$ cat src/rtl/icmp_echo_tx.sv
// ICMP echo reply transmitter: rewrites a captured echo request into a reply,
// recomputes both checksums word-serially and streams the frame to the MAC.
module icmp_echo_tx #(
    parameter int FRM_BYTES  = 74,
    parameter int REPLY_TTL  = 64,
    parameter int IFG_CYCLES = 12
) (
    input  logic                   clk,
    input  logic                   rst,
    input  logic [47:0]            hw_addr_i,
    input  logic [31:0]            ip_addr_i,
    input  logic [8*FRM_BYTES-1:0] req_frame_i,
    input  logic                   req_valid_i,
    output logic                   req_ready_o,
    output logic [7:0]             mac_data_o,
    output logic                   mac_valid_o,
    output logic                   tx_done_o
);
    localparam int FW         = 8 * FRM_BYTES;
    localparam int ICMP_WORDS = (FRM_BYTES - 33) / 2;
    localparam int CK_CYC     = (ICMP_WORDS > 10) ? ICMP_WORDS : 10;

    localparam logic [7:0]  TTL_BYTE  = 8'(REPLY_TTL);
    localparam logic [15:0] CK_LAST   = 16'(CK_CYC - 1);
    localparam logic [15:0] TX_LAST   = 16'(FRM_BYTES - 1);
    localparam logic [15:0] GAP_LAST  = 16'(IFG_CYCLES - 1);
    localparam logic [15:0] ICMP_W16  = 16'(ICMP_WORDS);
    localparam logic [15:0] TAIL_IDX  = 16'(ICMP_WORDS - 1);

    typedef enum logic [2:0] {IDLE, CKSUM, FINAL, TX, GAP} state_t;

    state_t          state_q, state_d;
    logic [FW-1:0]   frame_q, frame_d;
    logic [15:0]     cnt_q, cnt_d;
    logic [16:0]     ip_acc_q, ip_acc_d;
    logic [16:0]     icmp_acc_q, icmp_acc_d;
    logic [7:0]      data_q, data_d;
    logic            valid_q, valid_d;
    logic            done_q, done_d;

    logic            accept;
    logic [FW-1:0]   reply_init;
    logic [15:0]     ip_word, icmp_word, tail_word;
    logic [15:0]     ip_ck, icmp_ck;

    function automatic logic [15:0] fold_invert(input logic [16:0] acc);
        logic [16:0] s;
        s = {1'b0, acc[15:0]} + {16'b0, acc[16]};
        return ~(s[15:0] + {15'b0, s[16]});
    endfunction

    assign accept      = req_valid_i && (state_q == IDLE);
    assign ip_ck       = fold_invert(ip_acc_q);
    assign icmp_ck     = fold_invert(icmp_acc_q);
    assign req_ready_o = (state_q == IDLE);
    assign mac_data_o  = data_q;
    assign mac_valid_o = valid_q;
    assign tx_done_o   = done_q;

    // An odd frame length pads the last ICMP word with a zero low byte
    if (FRM_BYTES % 2 == 1) begin : g_odd
        assign tail_word = {frame_q[7:0], 8'h00};
    end else begin : g_even
        assign tail_word = frame_q[15:0];
    end

    always_comb begin
        reply_init               = req_frame_i;
        reply_init[FW-1 -: 48]   = req_frame_i[FW-49 -: 48];
        reply_init[FW-49 -: 48]  = hw_addr_i;
        reply_init[FW-97 -: 16]  = 16'h0800;
        reply_init[FW-177 -: 8]  = TTL_BYTE;
        reply_init[FW-185 -: 8]  = 8'h01;
        reply_init[FW-193 -: 16] = 16'h0000;
        reply_init[FW-209 -: 32] = ip_addr_i;
        reply_init[FW-241 -: 32] = req_frame_i[FW-209 -: 32];
        reply_init[FW-273 -: 32] = 32'h0000_0000;
    end

    always_comb begin
        ip_word   = 16'h0000;
        icmp_word = tail_word;
        for (int i = 0; i < 10; i++)
            if (cnt_q == 16'(i)) ip_word = frame_q[FW-8*(14+2*i)-1 -: 16];
        for (int i = 0; i < ICMP_WORDS - 1; i++)
            if (cnt_q == 16'(i)) icmp_word = frame_q[FW-8*(34+2*i)-1 -: 16];
    end

    always_ff @(posedge clk or posedge rst) begin
        if (rst) begin
            state_q    <= IDLE;
            frame_q    <= '0;
            cnt_q      <= '0;
            ip_acc_q   <= '0;
            icmp_acc_q <= '0;
            data_q     <= '0;
            valid_q    <= 1'b0;
            done_q     <= 1'b0;
        end else begin
            state_q    <= state_d;
            frame_q    <= frame_d;
            cnt_q      <= cnt_d;
            ip_acc_q   <= ip_acc_d;
            icmp_acc_q <= icmp_acc_d;
            data_q     <= data_d;
            valid_q    <= valid_d;
            done_q     <= done_d;
        end
    end

    always_comb begin
        state_d = state_q;
        case (state_q)
            IDLE:    if (accept) state_d = CKSUM;
            CKSUM:   if (cnt_q == CK_LAST) state_d = FINAL;
            FINAL:   state_d = TX;
            TX:      if (cnt_q == TX_LAST) state_d = GAP;
            GAP:     if (cnt_q == GAP_LAST) state_d = IDLE;
            default: state_d = IDLE;
        endcase
    end

    // Outputs are registered, so each byte appears one cycle after its TX slot
    always_comb begin
        frame_d    = frame_q;
        cnt_d      = cnt_q;
        ip_acc_d   = ip_acc_q;
        icmp_acc_d = icmp_acc_q;
        data_d     = 8'h00;
        valid_d    = 1'b0;
        done_d     = 1'b0;
        case (state_q)
            IDLE: begin
                if (accept) begin
                    frame_d    = reply_init;
                    cnt_d      = '0;
                    ip_acc_d   = '0;
                    icmp_acc_d = '0;
                end
            end
            CKSUM: begin
                if (cnt_q < 16'd10)
                    ip_acc_d = {1'b0, ip_acc_q[15:0]} + {16'b0, ip_acc_q[16]} + {1'b0, ip_word};
                if (cnt_q < ICMP_W16)
                    icmp_acc_d = {1'b0, icmp_acc_q[15:0]} + {16'b0, icmp_acc_q[16]}
                               + {1'b0, (cnt_q == TAIL_IDX) ? tail_word : icmp_word};
                cnt_d = (cnt_q == CK_LAST) ? 16'd0 : cnt_q + 16'd1;
            end
            FINAL: begin
                frame_d[FW-193 -: 16] = ip_ck;
                frame_d[FW-289 -: 16] = icmp_ck;
            end
            TX: begin
                data_d  = frame_q[FW-1 -: 8];
                valid_d = 1'b1;
                done_d  = (cnt_q == TX_LAST);
                frame_d = frame_q << 8;
                cnt_d   = (cnt_q == TX_LAST) ? 16'd0 : cnt_q + 16'd1;
            end
            GAP: begin
                cnt_d = (cnt_q == GAP_LAST) ? 16'd0 : cnt_q + 16'd1;
            end
            default: ;
        endcase
    end
endmodule
$ cat config.mk
export PLATFORM = sky130hd
export DESIGN_NAME = icmp_echo_tx
export DESIGN_NICKNAME = d
export VERILOG_FILES = /design/src/rtl/icmp_echo_tx.sv
export SDC_FILE = /design/constraint.sdc
export NUM_CORES = 2
export LEC_CHECK = 0
export ABC_AREA = 1
export BUFFER_PORTS_ARGS = -buffer_cell sky130_fd_sc_hd__buf_2
export CAP_MARGIN = 10
export CORE_ASPECT_RATIO = 0.7
export CORE_MARGIN = 3
export CORE_UTILIZATION = 57
export CTS_CLUSTER_SIZE = 12
export DETAILED_ROUTE_END_ITERATION = 10
export HOLD_SLACK_MARGIN = 0.15
export PLACE_DENSITY = 0.87
export SLEW_MARGIN = 20
export SYNTH_ARGS = -nofsm -noshare
export SYNTH_HDL_FRONTEND = slang
export SYNTH_SLANG_ARGS = --single-unit
$ cat constraint.sdc
create_clock -name clk -period 24.7 [get_ports clk]
set_clock_uncertainty 0.2 [all_clocks]
set_input_delay 2.47 -clock clk [delete_from_list [all_inputs] [get_ports clk]]
set_output_delay 2.47 -clock clk [all_outputs]
set_load 0.05 [all_outputs]
# Word level (Yosys, flattened, before mapping)
# Index checks and enable logic that the tools add are counted.
dict set report word_totals {
  output_inout_bits 11
  word_cells 117
  inputBits 675
  register_bits 655
}
dict set report op_classes {
  order_cmp 2
  eq_ne 30
  n_addsub 7
  n_bitwise 2
  n_reduce_logical 13
  mux 54
}
# op count
set op_table {}
lappend op_table {{592-bit two-way mux} 1}
lappend op_table {{288-bit case mux with 2 select lines} 1}
lappend op_table {{16-bit two-way mux} 34}
lappend op_table {{192-bit case mux with 2 select lines} 1}
lappend op_table {{80-bit case mux with 2 select lines} 1}
lappend op_table {{16-bit by 4-bit equality test with 1-bit output, second input constant} 8}
lappend op_table {{16-bit case mux with 3 select lines} 2}
lappend op_table {{17-bit case mux with 2 select lines} 2}
lappend op_table {{16-bit by 3-bit equality test with 1-bit output, second input constant} 4}
lappend op_table {{16-bit by 5-bit equality test with 1-bit output, second input constant} 4}
lappend op_table {{16-bit case mux with 4 select lines} 1}
lappend op_table {{17-bit two-way mux} 3}
lappend op_table {{16-bit by 1-bit adder with 17-bit output} 2}
lappend op_table {{17-bit by 16-bit adder with 17-bit output} 2}
lappend op_table {{16-bit by 1-bit adder with 16-bit output} 2}
lappend op_table {{16-bit by 2-bit equality test with 1-bit output, second input constant} 2}
lappend op_table {{16-bit NOT} 2}
lappend op_table {{16-bit by 1-bit adder with 16-bit output, second input constant} 1}
lappend op_table {{16-bit by 1-bit equality test with 1-bit output, second input constant} 1}
lappend op_table {{16-bit by 7-bit equality test with 1-bit output, second input constant} 1}
lappend op_table {{16-bit logical NOT} 1}
lappend op_table {{16-bit by 4-bit < comparator with 1-bit output, second input constant} 1}
lappend op_table {{16-bit by 5-bit < comparator with 1-bit output, second input constant} 1}
lappend op_table {{3-bit case mux with 5 select lines} 1}
lappend op_table {{16 further kinds} 29}

# Depth between registers and ports, before layout
dict set report logic_depth {
  depth_word 24
  depth_mapped 52
  ltp_nobuf 52
}

# Worst setup path after synthesis
# Ideal clock, no wire load.
dict set report synth_timing {
  kind {flip-flop to flip-flop}
  startpoint {register cnt_q[1]}
  endpoint {register ip_acc_q[14]}
  arrival_ns 4.626
  setup_time_ns 0.083
  synth_period_minus_slack_ns 4.909
  n_path_buf 4
  stages_incl_launch_ff 41
  required_time_ns 24.417
  slack_ns 19.791
  cell_sequence {dfrtp_1 inv_1 ha_1 inv_1 nor2_2 nand3_2 buf_6 buf_6 buf_2 buf_6 o21ai_0 nand2_1 a21oi_1 o22ai_1 nand2_1 o21ai_0 a21oi_1 o221ai_1 (+5 left out) a21oi_1 o21bai_1 nand2_1 nand2_1 a21oi_1 nor2_1 o21ai_0 nand2_1 nand2_1 inv_1 o21ai_0 nand2_1 nand2_1 nand2_1 a21oi_1 or2_2 nand3_1 o21ai_0}
}
dict set report synth_between {
  elab_chain_cells 14
  word_cells_on_any_way 26
  classes_between {add/sub (1); order compare (1); eq/ne (10); mux (12); reduce/logical (2)}
}
# element line
set synth_lines {}
lappend synth_lines {{from (decl)} 34} ;# logic [15:0] cnt_q, cnt_d;
lappend synth_lines {{from (signal assigned)} 102} ;# cnt_q <= cnt_d;
lappend synth_lines {{16-bit logical NOT} 84} ;# if (cnt_q == 16'(i)) ip_word = frame_q[FW-8*(14+2*i)-1 -: 16];
lappend synth_lines {{16-bit two-way mux (10 in a row)} 84}
lappend synth_lines {{17-bit by 16-bit adder with 17-bit output} 143} ;# ip_acc_d = {1'b0, ip_acc_q[15:0]} + {16'b0, ip_acc_q[16]} + {1'b0, ip_word};
lappend synth_lines {{17-bit two-way mux} 142} ;# if (cnt_q < 16'd10)
lappend synth_lines {{17-bit case mux with 2 select lines} 132} ;# case (state_q)
lappend synth_lines {{to (signal assigned)} 103} ;# ip_acc_q <= ip_acc_d;
lappend synth_lines {{to (decl)} 35} ;# logic [16:0] ip_acc_q, ip_acc_d;
# Parallel ways exist; a longest one is shown, timed or not. The select of a mux whose other input is x is not followed.
# A chain may end at the register's enable or synchronous reset.

# Worst setup path after layout
dict set report layout_timing {
  startpoint {register cnt_q[12]}
  endpoint {register icmp_acc_q[15]}
}
dict set report layout_between {
  elab_chain_cells 24
  word_cells_on_any_way 46
  classes_between {add/sub (1); order compare (1); eq/ne (20); mux (22); reduce/logical (2)}
}
# element line
set layout_lines {}
lappend layout_lines {{16-bit logical NOT} 86} ;# if (cnt_q == 16'(i)) icmp_word = frame_q[FW-8*(34+2*i)-1 -: 16];
lappend layout_lines {{16-bit two-way mux (19 in a row)} 86}
lappend layout_lines {{16-bit two-way mux} 146} ;# + {1'b0, (cnt_q == TAIL_IDX) ? tail_word : icmp_word};
lappend layout_lines {{17-bit by 16-bit adder with 17-bit output} 146}
lappend layout_lines {{17-bit two-way mux} 144} ;# if (cnt_q < ICMP_W16)
lappend layout_lines {{17-bit case mux with 2 select lines} 132}
lappend layout_lines {{to (signal assigned)} 104} ;# icmp_acc_q <= icmp_acc_d;
lappend layout_lines {{to (decl)} 36} ;# logic [16:0] icmp_acc_q, icmp_acc_d;
# Parallel ways exist; a longest one is shown, timed or not. The select of a mux whose other input is x is not followed.

==> results.txt <==
Status: finished, final reports clean
Slew margin rel.: 0.278
Via count of the routed design: 36642
Drt total wl: 125000 um
Async SR Flop Fraction: 1.00
CTS tree: built
Aggregate global routing overflow: 0
Commonest non-fill, non-tap cell in the layout: nand2_1
Root buf cell: clkbuf_16
Core ar.: 63800 um^2
Most frequent cells in the layout: nand2_1, inv_1, o21ai_0, dfrtp_1, o211ai_1
Largest net degree at the start of global routing: 281
Initial DRC Count: 5469
CTS resizes: 0
Synth Cell Area: 37100 um^2
Vias per std cell: 5.94
PortBufs: 525
# IOs: 686
Least-Margin Pin Slew: 1070 ps
Max-slew violations: 0
Setup_tns: 0 ps
CP startpoint: cnt_q[12]
Worst r2r path cells: 42
CP Capture Type: flop
Avg Cell Area, Syn: 7.57 um^2
Clock sink count: 655
Leak: 19.6 nW
Yosys cell types: 55
DR WL/cell: 20.3 um
Crit Path Max Fanout: 37
RSZ-0062 raised after global routing: no
Clock transition at path regs: 60 ps
CP dominant cell by count: nand2_1
Reg2Reg Setup Slack: 17700 ps
Remaining antenna violation count: 0
Startpoint class of the critical path: flop
EDFF count, synth: 0
Nets@finish: 5942
Rows: 77
Last element of the critical path: icmp_acc_q[15]
Placement Cell Area: 40000 um^2
Fill cell total of the finished layout: 5520
Postcts setup bufs: 0
Post-route DRC: 0
Clock buffer count from CTS: 68
Hold path cells: 2
Layout cells sized above 1: 0.135
Vias in the first global route: 32991
Total die area: 68200 um^2
FF+latch count, synth: 655
Primary FF master, synth: dfrtp_1
Tot Pwr: 6.23 mW
Tcrit/Tclk final: 0.283
WS Path Type: flop to flop
Sequential area share after synthesis: 0.442
CP required: 25010 ps
Maximum clock frequency: 143 MHz
P per Cell Area: 148 nW/um^2
Utilization after layout: 0.661
Routability cong.: 0.980
CP max stage delay: 750 ps
Reg-to-reg endpoint: icmp_acc_q[15]
Post-layout min period: 7000 ps
Worst skew pair latency: 620 ps
Longest Clk Path Bufs: 3
Area Growth Syn to Fin: 13.6%
CP max-delay cell: clkinv_1
Final setup violating endpoints: 0
Total track usage: 0.357
Max_cap viols: 0
Worst r2r src: cnt_q[12]
Final HPWL DP: 90400 um
# hold bufs at CTS: 0
Die Ht: 219 um
Synthesized netlist net count: 5620
H-tree levels: 3
Effective utilization at floorplan: 0.582
VDD IR max: 0.000153 V
WP data arrival: 7310 ps
Yosys warning count: 0
Finished Cell Area: 42200 um^2
Final number of hold-violating endpoints: 0
Initial antenna violation count: 45
Die X: 311 um
DR pass1 iterations: 6
Min-delay worst type: flop to flop
Cell count after synthesis: 4899
First-pass GRT wire length: 189000 um
per-stage QoR:
step,setup slack (ps),hold WS (ps),instances
finish,17700,291,6167
global route,16960,304,6149
CTS,17870,296,6123
detailed placement,17760,282,6019
global placement,17820,260,6019
floorplan,3680,254,4899
synth_stat cells, types with 3 or more instances:
cell | number | area share
nand2_1 | 1073 | 0.11
inv_1 | 813 | 0.082
o21ai_0 | 714 | 0.096
dfrtp_1 | 655 | 0.44
o211ai_1 | 526 | 0.11
clkbuf_1 | 274 | 0.028
a21oi_1 | 203 | 0.027
nor2_1 | 130 | 0.013
nand3_1 | 102 | 0.014
o22ai_1 | 72 | 0.012
nor3_1 | 45 | 0.0061
ha_1 | 44 | 0.015
o221ai_1 | 39 | 0.0092
o21ai_1 | 26 | 0.0035
xor2_1 | 25 | 0.0059
buf_1 | 20 | 0.0020
buf_2 | 16 | 0.0022
a31oi_1 | 14 | 0.0024
nand4_1 | 11 | 0.0019
inv_2 | 10 | 0.0010
nor4_1 | 7 | 0.0012
nor2_2 | 6 | 0.0010
a22o_1 | 5 | 0.0012
buf_6 | 5 | 0.0015
nor2_4 | 4 | 0.0012
nor3b_1 | 4 | 0.00081
o211ai_2 | 4 | 0.0013
o21bai_1 | 4 | 0.00081
or2_2 | 4 | 0.00067
a21boi_0 | 3 | 0.00061
a22oi_1 | 3 | 0.00061
nand2_4 | 3 | 0.00091
o31ai_1 | 3 | 0.00061
routing by layer:
layer  GRT usage  up-vias  share of wire
met2       0.509     2001           0.42
met5           0        -        0.00080
met4       0.122       16          0.032
li1            -    17038              -
met1       0.530    17328           0.42
met3      0.0897      259           0.12
worst min-delay path by stage:
stage / from / end
5_1_grt: frame_q[584] / mac_data_o[0]
3_3_place_gp: frame_q[587] / mac_data_o[3]
2_1_floorplan: frame_q[483] / frame_q[483]
4_1_cts: frame_q[584] / mac_data_o[0]
6_report: frame_q[584] / mac_data_o[0]
3_5_place_dp: frame_q[584] / mac_data_o[0]
state kept, by name, indices dropped and copies added, names as in the netlist:
| register | flops |
|---|---|
| state_q | 3 |
| icmp_acc_q | 17 |
| ip_acc_q | 17 |
| mac_data_o | 8 |
| tx_done_o | 1 |
| mac_valid_o | 1 |
| cnt_q | 16 |
| frame_q | 592 |
cell type report:
class	count	area, um^2	area share
flip-flops and latches	655	16400	0.389
clock buffers	93	1930	0.0458
repair buffers	569	3000	0.0710
diodes	43	108	0.00255
multi-input cells	3102	16400	0.389
inverters	825	3100	0.0736
well taps	869	1090	0.0258
clock inverters	11	160	0.00380
critical path, delay by kind of cell, from the launching register on:
family / cells / cell delay [ps]
AND/OR/NAND/NOR: 25 / 2820
AO/OA/AOI/OAI: 12 / 1810
buffers and inverters: 4 / 1240
flip-flops: 1 / 410
adder cells (fa/ha/maj): 1 / 360
report_power, final:
| group | switching [mW] | internal, mW |
|---|---|---|
| sequential | 0.213 | 1.60 |
| combinational | 2.42 | 0.990 |
| clock | 0.441 | 0.575 |
| total | 3.07 | 3.16 |
cells by family (layout without fill, tap and decap cells):
group                      count (synthesis)  in the layout  synth area share
AOI/OAI and AO/OA                       1627           1627             0.266
xor gates and xnor gates                  26             26           0.00614
adders and majority gates                 46             46            0.0159
buffers and inverters                   1142           1498             0.117
DFF                                      655            655             0.442
other                                      0             43                 0
and+or+nand+nor                         1403           1403             0.153
Note: power is estimated with default switching activity, not from simulation.
